**config.mk**
```make
export PLATFORM = sky130hd
export DESIGN_NAME = imp_excite_seq
export DESIGN_NICKNAME = d
export VERILOG_FILES = /design/src/rtl/imp_excite_seq.sv
export SDC_FILE = /design/constraint.sdc
export NUM_CORES = 1
export LEC_CHECK = 0
export ABC_AREA = 0
export CORE_ASPECT_RATIO = 0.75
export CORE_MARGIN = 2
export CORE_UTILIZATION = 48
export CTS_CLUSTER_SIZE = 40
export DETAILED_ROUTE_END_ITERATION = 12
export PLACE_DENSITY = 0.73
export SLEW_MARGIN = 15
export SYNTH_ARGS = -nofsm -noshare
export SYNTH_HDL_FRONTEND = slang
export SYNTH_SLANG_ARGS = --single-unit
```
**constraint.sdc**
```tcl
create_clock -name Clk -period 2.4 [get_ports Clk]
set_input_delay 0.36 -clock Clk [delete_from_list [all_inputs] [get_ports Clk]]
set_output_delay 0.36 -clock Clk [all_outputs]
set_load 0.02 [all_outputs]
```
**src/rtl/imp_excite_seq.sv**
```systemverilog
// rtl/imp_excite_seq.sv - measurement sequencer for the impedance excitation DAC controller
// Phase-aligns the DAC, runs settle periods, then measure periods that gate the demodulator window.
module imp_excite_seq #(
   parameter int PCNT_W = 8
) (
   input  logic              Clk,
   input  logic              Reset,
   input  logic              Start,
   input  logic              Abort,
   input  logic              CfgStepNum,
   input  logic [PCNT_W-1:0] CfgSettle,
   input  logic [PCNT_W-1:0] CfgMeas,
   output logic              DacResetn,
   output logic              CountEnable,
   output logic              StepNum,
   output logic              IntegClear,
   output logic              IntegEnable,
   output logic              Busy,
   output logic              Done,
   output logic              Aborted,
   output logic [PCNT_W-1:0] PeriodCnt
);

   typedef enum logic [2:0] {
      ST_IDLE,
      ST_ALIGN,
      ST_SETTLE,
      ST_MEASURE,
      ST_FINISH
   } state_t;

   state_t            state, state_n;
   logic [4:0]        phase, phase_n;
   logic [PCNT_W-1:0] settle_q, settle_n;
   logic [PCNT_W-1:0] meas_q, meas_n;
   logic [PCNT_W-1:0] pcnt_n;
   logic              step_n;
   logic              aborted_n;
   logic              boundary;
   logic              last_settle;
   logic              last_meas;

   logic              dac_resetn_n;
   logic              count_enable_n;
   logic              integ_clear_n;
   logic              integ_enable_n;
   logic              busy_n;
   logic              done_n;

   // Period boundary tracks the latched step mode, not the live config input.
   assign boundary    = (phase == (StepNum ? 5'd15 : 5'd31));
   assign last_settle = (PeriodCnt == (settle_q - PCNT_W'(1)));
   assign last_meas   = (PeriodCnt == (meas_q - PCNT_W'(1)));

   always_comb begin
      state_n   = state;
      phase_n   = phase;
      pcnt_n    = PeriodCnt;
      step_n    = StepNum;
      settle_n  = settle_q;
      meas_n    = meas_q;
      aborted_n = 1'b0;

      case (state)
         ST_IDLE: begin
            if (Start && !Abort) begin
               step_n   = CfgStepNum;
               settle_n = CfgSettle;
               meas_n   = (CfgMeas == '0) ? PCNT_W'(1) : CfgMeas;
               pcnt_n   = '0;
               state_n  = ST_ALIGN;
            end
         end

         ST_ALIGN: begin
            if (Abort) begin
               aborted_n = 1'b1;
               state_n   = ST_IDLE;
            end else begin
               phase_n = '0;
               pcnt_n  = '0;
               state_n = (settle_q != '0) ? ST_SETTLE : ST_MEASURE;
            end
         end

         ST_SETTLE: begin
            if (Abort) begin
               aborted_n = 1'b1;
               state_n   = ST_IDLE;
            end else if (boundary) begin
               phase_n = '0;
               if (last_settle) begin
                  pcnt_n  = '0;
                  state_n = ST_MEASURE;
               end else begin
                  pcnt_n = PeriodCnt + PCNT_W'(1);
               end
            end else begin
               phase_n = phase + 5'd1;
            end
         end

         ST_MEASURE: begin
            if (Abort) begin
               aborted_n = 1'b1;
               state_n   = ST_IDLE;
            end else if (boundary) begin
               phase_n = '0;
               if (last_meas) begin
                  state_n = ST_FINISH;
               end else begin
                  pcnt_n = PeriodCnt + PCNT_W'(1);
               end
            end else begin
               phase_n = phase + 5'd1;
            end
         end

         ST_FINISH: begin
            state_n = ST_IDLE;
         end

         default: begin
            state_n = ST_IDLE;
         end
      endcase

      // Outputs are decoded from the next state so every output is a flop.
      dac_resetn_n   = (state_n != ST_ALIGN);
      integ_clear_n  = (state_n == ST_ALIGN);
      count_enable_n = (state_n == ST_SETTLE) || (state_n == ST_MEASURE);
      integ_enable_n = (state_n == ST_MEASURE);
      busy_n         = (state_n != ST_IDLE);
      done_n         = (state_n == ST_FINISH);
   end

   always_ff @(posedge Clk) begin
      if (Reset) begin
         state       <= ST_IDLE;
         phase       <= '0;
         settle_q    <= '0;
         meas_q      <= '0;
         DacResetn   <= 1'b0;
         CountEnable <= 1'b0;
         StepNum     <= 1'b0;
         IntegClear  <= 1'b0;
         IntegEnable <= 1'b0;
         Busy        <= 1'b0;
         Done        <= 1'b0;
         Aborted     <= 1'b0;
         PeriodCnt   <= '0;
      end else begin
         state       <= state_n;
         phase       <= phase_n;
         settle_q    <= settle_n;
         meas_q      <= meas_n;
         DacResetn   <= dac_resetn_n;
         CountEnable <= count_enable_n;
         StepNum     <= step_n;
         IntegClear  <= integ_clear_n;
         IntegEnable <= integ_enable_n;
         Busy        <= busy_n;
         Done        <= done_n;
         Aborted     <= aborted_n;
         PeriodCnt   <= pcnt_n;
      end
   end

endmodule

```
==> reports/metrics.cfg <==
[power_and_ir_drop]
pwr-share-clk_pct = 36.3
combPwrFrac_pct = 16.9
p_sw_w = 0.0003926
power.leakage_nw = 1.088
powerDensity_nw_per_um2 = 517.2
p_int_w = 0.001114
ir_drop_mv = 0.5465
pwr-share-seq_pct = 46.8
sw_frac_of_total_pct = 26.06

[worst_setup_path]
reg2reg_to = IntegEnable$_SDFF_PP0_
crit_type = register to register
critical_path_required_ns = 2.62
regToRegSetupSlack_ns = 0.1
crit_arrival_ns = 2.52
cp-startpoint = settle_q[4]$_SDFFE_PP0P_
reg2regPathDepth = 7
start_kind = register
rr_startpoint = settle_q[4]$_SDFFE_PP0P_
endpoint_kind = register
worstPathMaxFanout = 5

[synthesis]
ys_ff_latch = 40
syn_inst = 282
synth_top_area_share_pct = 35.26
synth-edff-count = 0
yosysSeqAreaShare_pct = 35.26
synth_warnings = 0
synth_top_cells_by_area = dfxtp_1 35%, nand2_1 6.4%, a21oi_1 6.4%
syn_nets = 307
synth_top_area_cell = dfxtp_1
netlist_area_um2 = 2271
synth_ff_type = dfxtp_1
syn_avg_cell_area_um2 = 8.053
synthArstFlopShare_pct = 0
synth.distinct_cells = 57
synth_commonest_cells = 40 x dfxtp_1, 39 x nand2_1, 29 x a21oi_1
yosysMostFrequentCell = dfxtp_1

[routing]
viasPerCell = 5.787
antenna_left = 0
drcViolationCount = 0
vias = 2251
drt_iter0_drc = 220
drt_pass1_iterations = 4
wl_per_cell_um = 14.82
drt_wl_total_um = 5766

[global_routing]
overflow = 0
grt_pass1_vias = 2061
grt_pass1_wl_um = 9853
gr-usage-all-layers_pct = 22.88
grt_max_degree = 20
antenna_found_initial = 0

[placed_design]
place_ws_ns = 0.07446
gp_congestion = 0.8838
place_inst = 380
io_buffers = 36
hpwl_um = 4245

[outcome]
status = complete, no violations

[floorplanning]
initial_core_util_pct = 50.25
die-area_um2 = 5303
io_pins = 37
die_w_um = 83.43
fp.coreArea_um2 = 4519
die_h_um = 63.57
row_count = 21

[worst_hold_path]
min_path_cells = 2
hp-class = register to register
min_from = meas_q[7]$_SDFFE_PP0P_
whs_endpoint = meas_q[7]$_SDFFE_PP0P_

[timing]
fin_setup_tns_ns = 0
drv_slew = 0
worstMarginPinSlew_ns = 0.4993
max-slew-margin-rel_pct = 66.61
timing.final.crit_share_pct = 95.95
finClkSkew_ns = 0.003145
fin_ws_ns = 0.09730
hold_violations = 0
rsz0062_at_grt = no
fmax_mhz = 434.3
min_period_ns = 2.303
setup_viol_count_final = 0

[cts]
numCtsBuffers = 5
cts-root-buf = clkbuf_8
clkLatencyLatePin_ns = 0.29
cts_tree = yes
cts-htree-levels = 2
clk_pin_slew_ns = 0.08
cts_buffer_depth = 2
cts.sinks = 40

[finish]
instances_no_fill = 389
final_util_pct = 64.45
drive_above_1_share_pct = 12.65
nNetsFinal = 356
areaGrowthSynthToFinish_pct = 28.26
diodes = 0

[flow_run]
maxCapViolCount = 0

timing repair:
item / 4_1_cts / 5_1_grt
endpoints found under the setup margin: 0 / 12
setup buffers: 0 / 1
resized for setup: 0 / 6
hold buffers: 0 / 0
metrics by stage:
step                      instance area [µm²]  power [W]  hold WS (ns)
final                                    2913   0.001507        0.4746
after global routing                     2913   0.001582        0.5263
after CTS                                2883   0.001508        0.4736
after detailed placement                 2775  0.0009655        0.4623
after global placement                   2775  0.0009602        0.4583
after floorplan                          2271  0.0008719        0.4387
power groups by stage:
stage	sequential (W)	clock [W]	combinational, W
2_1_floorplan	0.000720	0	0.000152
3_3_place_gp	0.000718	0	0.000242
3_5_place_dp	0.000720	0	0.000246
4_1_cts	0.000704	0.000555	0.000249
5_1_grt	0.000708	0.000591	0.000282
6_report	0.000705	0.000547	0.000255
logic make-up (layout without fill, tap and decap cells):
family,after synthesis,count (layout),share of synthesized area (%)
AO/OA/AOI/OAI,64,64,18.95
adder cells (fa/ha/maj),4,4,2.204
flip-flops,40,40,35.26
buffers and inverters,22,72,4.738
AND/OR/NAND/NOR,133,133,31.41
multiplexers,1,1,0.4958
XOR/XNOR,18,18,6.942
final cells by class:
type,instances,area [µm²]
sequential,40,803.3
tap,57,71.32
clock inverter,2,35.03
multi-input combinational,220,1383
clock buffer,6,72.57
fill,422,1607
inverter,6,22.52
timing repair buffer,58,525.5
layer usage:
layer	vias up	part of all wire, %	track usage, %
met5	-	0	0
met4	0	0.95	5.444
met3	7	7.4	5.111
met2	77	43	33.97
met1	1048	48	33.74
li1	1119	-	-
layout by cell type, fill, tap and decap left out, types with 3 or more instances in the layout:
cell type        instances
a21oi_1                 29
and3_1                   3
buf_4                   22
clkbuf_8                 5
clkdlybuf4s50_1         36
dfxtp_1                 38
ha_1                     4
inv_1                    6
nand2_1                 39
nand2b_1                 5
nand3_1                 14
nand4_1                  7
nor2_1                  13
nor2b_1                 10
nor3_1                  12
nor3b_1                  3
nor4_1                   3
o211ai_1                 4
o21ai_0                  9
o31ai_1                  4
or3_1                    4
xnor2_1                 11
xor2_1                   7
critical path, cell delays in order, from the launching register on:
cell       delay, ns
dfxtp_1         0.35
or2_1           0.26
or4_4           0.54
a2111oi_4       0.32
o211a_4         0.26
a31oi_1         0.10
or3_1           0.35
o21ai_2         0.07
worst max-delay path by stage:
stage | endpoint | slack (ns) | cells after the start
after floorplan | IntegEnable$_SDFF_PP0_ | 0.15 | 9
after global placement | IntegEnable$_SDFF_PP0_ | 0.14 | 9
after detailed placement | PeriodCnt[5]$_SDFFE_PP0P_ | 0.07 | 8
after CTS | IntegEnable$_SDFF_PP0_ | 0.05 | 9
after global routing | IntegEnable$_SDFF_PP0_ | 0.01 | 9
final | IntegEnable$_SDFF_PP0_ | 0.1 | 7
state kept, by name, indices dropped and copies added, names as in the netlist:
signal,flops
Aborted,1
Busy,1
CountEnable,1
DacResetn,1
Done,1
IntegClear,1
IntegEnable,1
PeriodCnt,8
StepNum,1
meas_q,8
phase,5
settle_q,8
state,3
(Power assumes the default switching activity.)
